==> config.mk <==
export PLATFORM = sky130hd
export DESIGN_NAME = bch_multilane_dec
export DESIGN_NICKNAME = d
export VERILOG_FILES = /design/src/rtl/bch_multilane_dec.sv
export SDC_FILE = /design/constraint.sdc
export NUM_CORES = 1
export LEC_CHECK = 0
export BUFFER_PORTS_ARGS = -buffer_cell sky130_fd_sc_hd__clkbuf_2
export CAP_MARGIN = 0
export CELL_PAD_IN_SITES_DETAIL_PLACEMENT = 1
export CELL_PAD_IN_SITES_GLOBAL_PLACEMENT = 1
export CORE_ASPECT_RATIO = 1.4
export CORE_MARGIN = 3
export CORE_UTILIZATION = 40
export DETAILED_ROUTE_END_ITERATION = 8
export HOLD_SLACK_MARGIN = 0.03
export PLACE_DENSITY_LB_ADDON = 0.1
export SYNTH_ARGS = -nofsm -noshare
export SYNTH_HDL_FRONTEND = slang
export SYNTH_SLANG_ARGS = --single-unit --ignore-timing --ignore-initial --compat-mode --unroll-limit 50000
==> constraint.sdc <==
create_clock -name clk -period 2.4 [get_ports clk]
set_input_delay 0 -clock clk [delete_from_list [all_inputs] [get_ports clk]]
set_output_delay 0 -clock clk [all_outputs]
set_load 0.1 [all_outputs]
==> src/rtl/bch_multilane_dec.sv <==
// Multi-lane BCH(26,16) decode stage (shortened BCH(31,21), t=2), with valid/bypass
// alignment, per-lane error flags and saturating link-health counters.
module bch_31_pipe #(
    parameter int LAT = 2
) (
    input  logic        clk,
    input  logic        rst,
    input  logic [25:0] codeword,
    output logic [25:0] corrected_codeword_o,
    output logic        error_detected
);
    // g(x) = x^10 + x^9 + x^8 + x^6 + x^5 + x^3 + 1
    localparam logic [25:0] GEN = 26'h769;

    function automatic logic [9:0] rem(input logic [25:0] c);
        logic [25:0] r;
        r = c;
        for (int i = 25; i >= 10; i--)
            if (r[i]) r = r ^ (GEN << (i - 10));
        return r[9:0];
    endfunction

    logic [25:0] cw_q;
    logic [9:0]  syn_q;
    logic [25:0] fix;
    logic [26:0] sh [LAT-1];

    // Every weight-1 and weight-2 error has a unique syndrome (dmin = 5),
    // so a direct syndrome match locates up to two flipped bits.
    always_comb begin
        fix = '0;
        for (int i = 0; i < 26; i++) begin
            if (syn_q == rem(26'd1 << i)) fix[i] = 1'b1;
            for (int j = i + 1; j < 26; j++) begin
                if (syn_q == (rem(26'd1 << i) ^ rem(26'd1 << j))) begin
                    fix[i] = 1'b1;
                    fix[j] = 1'b1;
                end
            end
        end
    end

    always_ff @(posedge clk) begin
        if (rst) begin
            cw_q  <= '0;
            syn_q <= '0;
            for (int k = 0; k < LAT - 1; k++) sh[k] <= '0;
        end else begin
            cw_q  <= codeword;
            syn_q <= rem(codeword);
            sh[0] <= {|syn_q, cw_q ^ fix};
            for (int k = 1; k < LAT - 1; k++) sh[k] <= sh[k-1];
        end
    end

    assign corrected_codeword_o = sh[LAT-2][25:0];
    assign error_detected       = sh[LAT-2][26];
endmodule

module bch_multilane_dec #(
    parameter int NUM_LANES = 2,
    parameter int DEC_LAT   = 2,
    parameter int CNT_W     = 16
) (
    input  logic                      clk,
    input  logic                      rst,
    input  logic                      in_valid,
    input  logic [NUM_LANES*26-1:0]   data_in,
    input  logic                      ecc_en,
    input  logic                      cnt_clr,
    output logic                      out_valid,
    output logic [NUM_LANES*16-1:0]   word_out,
    output logic [NUM_LANES-1:0]      lane_err,
    output logic                      error_detected,
    output logic [CNT_W-1:0]          word_cnt,
    output logic [CNT_W-1:0]          err_word_cnt,
    output logic                      err_sticky,
    output logic                      cnt_sat
);
    localparam int DW = NUM_LANES * 16;

    logic [NUM_LANES*16-1:0] corr_data;
    logic [NUM_LANES*10-1:0] unused_parity;
    logic [NUM_LANES-1:0]    dec_err;
    logic [DW-1:0]           raw_in;
    logic [DW-1:0]           raw_sh [DEC_LAT];
    logic [DEC_LAT-1:0]      v_sh;
    logic [DEC_LAT-1:0]      e_sh;
    logic                    v_al;
    logic                    e_al;
    logic [DW-1:0]           word_n;
    logic [NUM_LANES-1:0]    lane_err_n;
    logic                    err_n;

    for (genvar k = 0; k < NUM_LANES; k++) begin : g_lane
        bch_31_pipe #(.LAT(DEC_LAT)) u_dec (
            .clk                  (clk),
            .rst                  (rst),
            .codeword             (data_in[26*k +: 26]),
            .corrected_codeword_o ({corr_data[16*k +: 16], unused_parity[10*k +: 10]}),
            .error_detected       (dec_err[k])
        );
        assign raw_in[16*k +: 16] = data_in[26*k+10 +: 16];
        assign word_n[16*k +: 16] = e_al ? corr_data[16*k +: 16] : raw_sh[DEC_LAT-1][16*k +: 16];
    end

    assign v_al       = v_sh[DEC_LAT-1];
    assign e_al       = e_sh[DEC_LAT-1];
    assign lane_err_n = e_al ? dec_err : '0;
    assign err_n      = v_al & (|lane_err_n);

    // Qualifiers and raw data follow the decoder pipeline so bypass has equal latency.
    always_ff @(posedge clk) begin
        if (rst) begin
            v_sh <= '0;
            e_sh <= '0;
            for (int k = 0; k < DEC_LAT; k++) raw_sh[k] <= '0;
        end else begin
            v_sh[0]   <= in_valid;
            e_sh[0]   <= ecc_en;
            raw_sh[0] <= raw_in;
            for (int k = 1; k < DEC_LAT; k++) begin
                v_sh[k]   <= v_sh[k-1];
                e_sh[k]   <= e_sh[k-1];
                raw_sh[k] <= raw_sh[k-1];
            end
        end
    end

    always_ff @(posedge clk) begin
        if (rst) begin
            out_valid      <= 1'b0;
            word_out       <= '0;
            lane_err       <= '0;
            error_detected <= 1'b0;
            word_cnt       <= '0;
            err_word_cnt   <= '0;
            err_sticky     <= 1'b0;
            cnt_sat        <= 1'b0;
        end else begin
            out_valid      <= v_al;
            error_detected <= err_n;
            if (v_al) begin
                word_out <= word_n;
                lane_err <= lane_err_n;
            end
            // A clear on the same edge drops the word's contribution entirely.
            if (cnt_clr) begin
                word_cnt     <= '0;
                err_word_cnt <= '0;
                err_sticky   <= 1'b0;
                cnt_sat      <= 1'b0;
            end else begin
                if (v_al && (word_cnt != '1))     word_cnt     <= word_cnt + 1'b1;
                if (err_n && (err_word_cnt != '1)) err_word_cnt <= err_word_cnt + 1'b1;
                if (err_n) err_sticky <= 1'b1;
                cnt_sat <= (&word_cnt) | (&err_word_cnt);
            end
        end
    end
endmodule

==> results of run 1 <==
cell usage after synthesis (7+ instances only):
library cell / instances / share of area [%]
a211oi_1: 51 / 2.8
nor4_1: 14 / 0.64
nand2b_1: 19 / 0.87
clkbuf_1: 136 / 3.7
mux2i_1: 41 / 3.0
a311oi_1: 9 / 0.58
and3_1: 12 / 0.55
o211ai_1: 20 / 1.1
dfxtp_1: 192 / 28
a41oi_1: 14 / 0.90
nor4bb_1: 9 / 0.66
o221ai_1: 8 / 0.51
o31ai_1: 8 / 0.44
nor2b_1: 92 / 4.2
nand2_1: 204 / 5.6
a31oi_1: 39 / 1.8
o21ai_0: 96 / 3.5
inv_1: 10 / 0.27
o22ai_1: 25 / 1.1
buf_1: 23 / 0.63
xnor2_2: 7 / 0.83
nor3_1: 56 / 2.0
a221oi_1: 20 / 1.3
nor2_1: 227 / 6.2
nand4_1: 25 / 1.1
xor2_1: 63 / 4.0
nand3_1: 55 / 2.0
a21oi_1: 128 / 4.7
a22oi_1: 15 / 0.82
or3_1: 10 / 0.46
xnor2_1: 123 / 7.9
routing by layer:
layer  GRT usage, %  GRT overflow
met1           57.0             0
met2           86.9             5
met3           37.1             0
met4           65.9             3
met5           8.29             0
logic make-up after synthesis:
| kind of cell | share of synthesized area (%) |
|---|---|
| and+or+nand+nor | 26.8 |
| AOI/OAI and AO/OA | 23.9 |
| xor gates and xnor gates | 13.1 |
| DFF | 28.1 |
| buffers and inverters | 4.67 |
| muxes | 3.33 |
| adders and majority gates | 0.256 |
metrics by stage:
stage / worst slack [ns] / hold WS, ns / utilization, % / std cells / setup TNS [ns]
CTS: -0.0411 / 0.0400 / 63.3 / 2935 / -0.185
detailed placement: -0.830 / 0.224 / 55.4 / 2811 / -7.93
global placement: -0.787 / 0.219 / 55.4 / 2811 / -5.94
floorplan: -0.0269 / 0.128 / - / 1866 / -0.0417
timing repair:
action,CTS
buffers inserted,51
pin swaps,71
gates resized for setup,289
gates cloned,3
setup endpoints to repair,31
endpoints found under the hold margin,64
hold buffers,45
==> flow_summary_export.csv, run 1 <==
group,metric,value,unit
yosys,syn-num-nets,1925,
cts,clk_path_buf_depth,2,
yosys,avgSynthCellArea,7.34,um2
die,num_rows,79,
yosys,synthesis.area,13700,um2
yosys,async_flop_share,0,%
cts,clock_sinks,192,
placed_design,gp_congestion,1.13,
global_routing,grt_pass1_wl,163,mm
yosys,seq_area_frac_synth,28.1,%
cts,cts_buffers,17,
status,status,"aborted with a tool error",
global_routing,grt_max_degree,69,
yosys,synth.distinct_cells,71,
cts,htree_levels,4,
placed_design,port_buffers,126,
die,top_level_ports,127,
yosys,synth_warnings,0,
global_routing,grt_pass1_vias,23139,
die,die_x,162,um
yosys,synth-edff-count,0,
yosys,synth_seq_cells,192,
yosys,synth_flop_cell,"dfxtp_1",
yosys,syn_inst,1866,
global_routing,track_usage,61.2,%
placed_design,place_area,18600,um2
status,stop_error,"[ERROR GRT-0116] Global routing finished with congestion. Check the congestion regions in the DRC Viewer.",
status,lastStage,"5_1_grt",
die,initial_core_util,40.9,%
global_routing,gr-total-overflow,8,
placed_design,hpwl,65.6,mm
die,die_h,225,um
cts,cts_root_buf,"clkbuf_16",
==> run 2, diff against run 1 <==
- CELL_PAD_IN_SITES_DETAIL_PLACEMENT: 1 -> not set
- CELL_PAD_IN_SITES_GLOBAL_PLACEMENT: 1 -> not set
- CORE_ASPECT_RATIO: 1.4 -> not set
- HOLD_SLACK_MARGIN: 0.03 -> not set
- PLACE_DENSITY_LB_ADDON: 0.1 -> 0.15
- clock period: 2.4 -> 3.1 ns (I/O delays scaled with it)
==> run 2 against run 1 <==
  * Synthesized cell count is the same
  * The flow now finishes, with violations (design-rule violations)
  * Area after synthesis unchanged
==> flow_summary_export.csv, run 2 <==
group,metric,value,unit
critical_path,cp_common_cell,"buf_4",
critical_path,crit_required,3.41,ns
critical_path,path_class,"flip-flop to flip-flop",
yosys,syn-num-nets,1925,
detailed_routing,drt_iter0_markers,2609,
yosys,synth_common_cells,"nor2_1, nand2_1, dfxtp_1",
global_routing,gr-total-overflow,0,
detailed_routing,wl_per_cell,24.0,um
yosys,synth-simple-area-share,26.8,%
layout,final_cells,2533,
timing,finClkSkew,0.0266,ns
layout,layout_common_cells,"nor2_1, nand2_1, dfxtp_1, buf_4, a21oi_1",
yosys,yosys-top-cells-area,"dfxtp_1, xnor2_1, nor2_1, nand2_1, a21oi_1",
yosys,synth_compound_area_share,23.9,%
timing,hold_viol_final,0,
critical_path,worst_path_max_delay_cell,"a2111oi_1",
placed_design,gp_congestion,1.10,
die,num_rows,67,
timing,period_needed,2.93,ns
placed_design,place_inst,2461,
pwr,ir_worst_vdd,0.588,mV
critical_path,cp-end-kind,"flip-flop",
timing,setup_viol,0,
global_routing,track_usage,32.3,%
yosys,yosysTopAreaCell,"dfxtp_1",
yosys,yosysMostFrequentCell,"nor2_1",
yosys,synth_top_cell_area_share,28.1,%
run,cap_viol_max_count,0,
timing,fmax,0.341,GHz
cts,cts_buffers,17,
critical_path,cp_max_fo,20,
global_routing,antenna_found_initial,1,
detailed_routing,vias_per_cell,6.29,
status,violations,"design-rule violations",
layout,diodes,0,
die,top_level_ports,127,
yosys,synth_top_family_by_area,"simple AND/OR/NAND/NOR gates",
yosys,synth_warnings,0,
detailed_routing,remaining_drc_errors,6,
detailed_routing,ant_nets,0,
critical_path,path_buf_inv,2,
critical_path,arrival,3.23,ns
critical_path,crit_chain,"buf_4 -> nor4bb_2 -> buf_4 -> a221oi_1 -> a31oi_1 -> nand2_1 -> o21ai_0 -> a2111oi_1 -> xor2_1 -> nor2_1",
die,die_x,191,um
yosys,synthesis.area,13700,um2
die,initial_core_util,40.7,%
timing,worst_pin_slew,0.854,ns
global_routing,grt_pass1_vias,14743,
detailed_routing,vias,15933,
yosys,avgSynthCellArea,7.34,um2
yosys,async_flop_share,0,%
timing,slew_viol_final,0,
detailed_routing,wl,60.8,mm
global_routing,grt_max_degree,159,
critical_path,max_stage_delay,0.79,ns
min_path,min_path_type,"input port to flip-flop",
cts,clock_sinks,192,
yosys,synthMuxAreaShare,3.33,%
yosys,synth_flop_cell,"dfxtp_1",
yosys,synth_adder_area_share,0.256,%
layout,top_regs,"g_lane.u_dec.sh: 34 flops, raw_sh: 34 flops, word_out: 32 flops",
die,die_h,191,um
cts,clk_path_buf_depth,2,
yosys,seq_area_frac_synth,28.1,%
yosys,synth.distinct_cells,71,
yosys,synth-edff-count,0,
layout,synthToLayoutAreaGrowth,22.7,%
cts,cts_root_buf,"clkbuf_16",
timing,fin_setup_tns,0,ns
critical_path,regToRegSetupSlack,0.17,ns
pwr,p_per_area,846,nW/um2
cts,cts_tree,"done",
critical_path,start_kind,"flip-flop",
placed_design,hpwl,43.8,mm
placed_design,port_buffers,126,
cts,htree_levels,4,
timing,slew_headroom,42.9,%
cts,clk_latency,0.47,ns
pwr,p_leak,6.01,nW
timing,rsz0062_at_grt,"false",
detailed_routing,first_pass_iters,9,
layout,final_nets,2132,
layout,mostFrequentLayoutCell,"nor2_1",
yosys,synthXorXnorAreaFrac,13.1,%
cts,clk_pin_slew,0.08,ns
yosys,synth_seq_cells,192,
critical_path,crit_family,"compound AO/OA/AOI/OAI gates",
timing,finalCritPeriodShare,94.5,%
layout,drive_gt1_share,18.1,%
status,status,"finished with violations",
die,die-area,36500,um2
global_routing,grt_pass1_wl,90.4,mm
yosys,syn_inst,1866,
die,core-area,33600,um2
[run 2: cell type report]
class,instances,area (um2)
timing repair buffer,348,2500
clock inverter,14,165
fill,3257,16800
multi-input combinational,1504,9250
sequential,192,3850
inverter,10,37.5
clock buffer,17,425
tap,448,561
[run 2: repair_timing]
action                                  4_1_cts  5_1_grt
gates resized for setup                       0        7
endpoints found under the hold margin        41        0
hold buffers                                 41        0
endpoints found under the setup margin        0        7
buffers inserted                              0        0
[run 2: worst min-delay path: cells and delay by family]
kind	cells	cell delay (ns)
xor+xnor	3	0.33
buf+inv	1	0.08
simple gates	1	0.03
[run 2: per-layer routing]
layer,GRT usage [%],routed length (um)
met1,38.8,22500
met3,8.38,6280
met2,52.2,27200
met4,18.8,4740
met5,0,13
[run 2: kinds of logic after synthesis]
group / count (synthesis)
DFF: 192
adders and majority gates: 3
AOI/OAI and AO/OA: 500
xor gates and xnor gates: 195
and+or+nand+nor: 762
muxes: 44
buffers and inverters: 170
[run 2: power breakdown]
part / leakage (nW) / internal (mW) / switching (mW)
Combinational: 4.14 / 3.30 / 5.40
Sequential: 1.58 / 2.85 / 0.407
Clock: 0.287 / 1.15 / 1.12
Total: 6.01 / 7.30 / 6.93
[run 2: worst paths after layout]
path,from,end,depth (start not counted)
max reg2reg,g_lane[1].u_dec.syn_q[2],g_lane[1].u_dec.sh[0][20],10
min reg2reg,e_sh[0],e_sh[1],1
max,g_lane[1].u_dec.syn_q[2],g_lane[1].u_dec.sh[0][20],10
min,data_in[34],g_lane[1].u_dec.syn_q[8],5
[run 2: per-stage QoR]
stage / hold WS (ns) / setup WS, ns / utilization, % / cell area [um2] / power, mW
4_1_cts: 0.00934 / 0.0000917 / 49.9 / 16800 / 14.0
6_report: 0.0260 / 0.171 / 50.0 / 16800 / 14.2
2_1_floorplan: 0.128 / 0.301 / - / 13700 / 8.49
3_5_place_dp: 0.238 / 0.0439 / 47.0 / 15800 / 11.6
5_1_grt: 0.0469 / 0.0318 / 50.0 / 16800 / 14.9
3_3_place_gp: 0.237 / -0.360 / 46.9 / 15800 / 11.7
No activity file was read; power rests on OpenSTA's default activity.
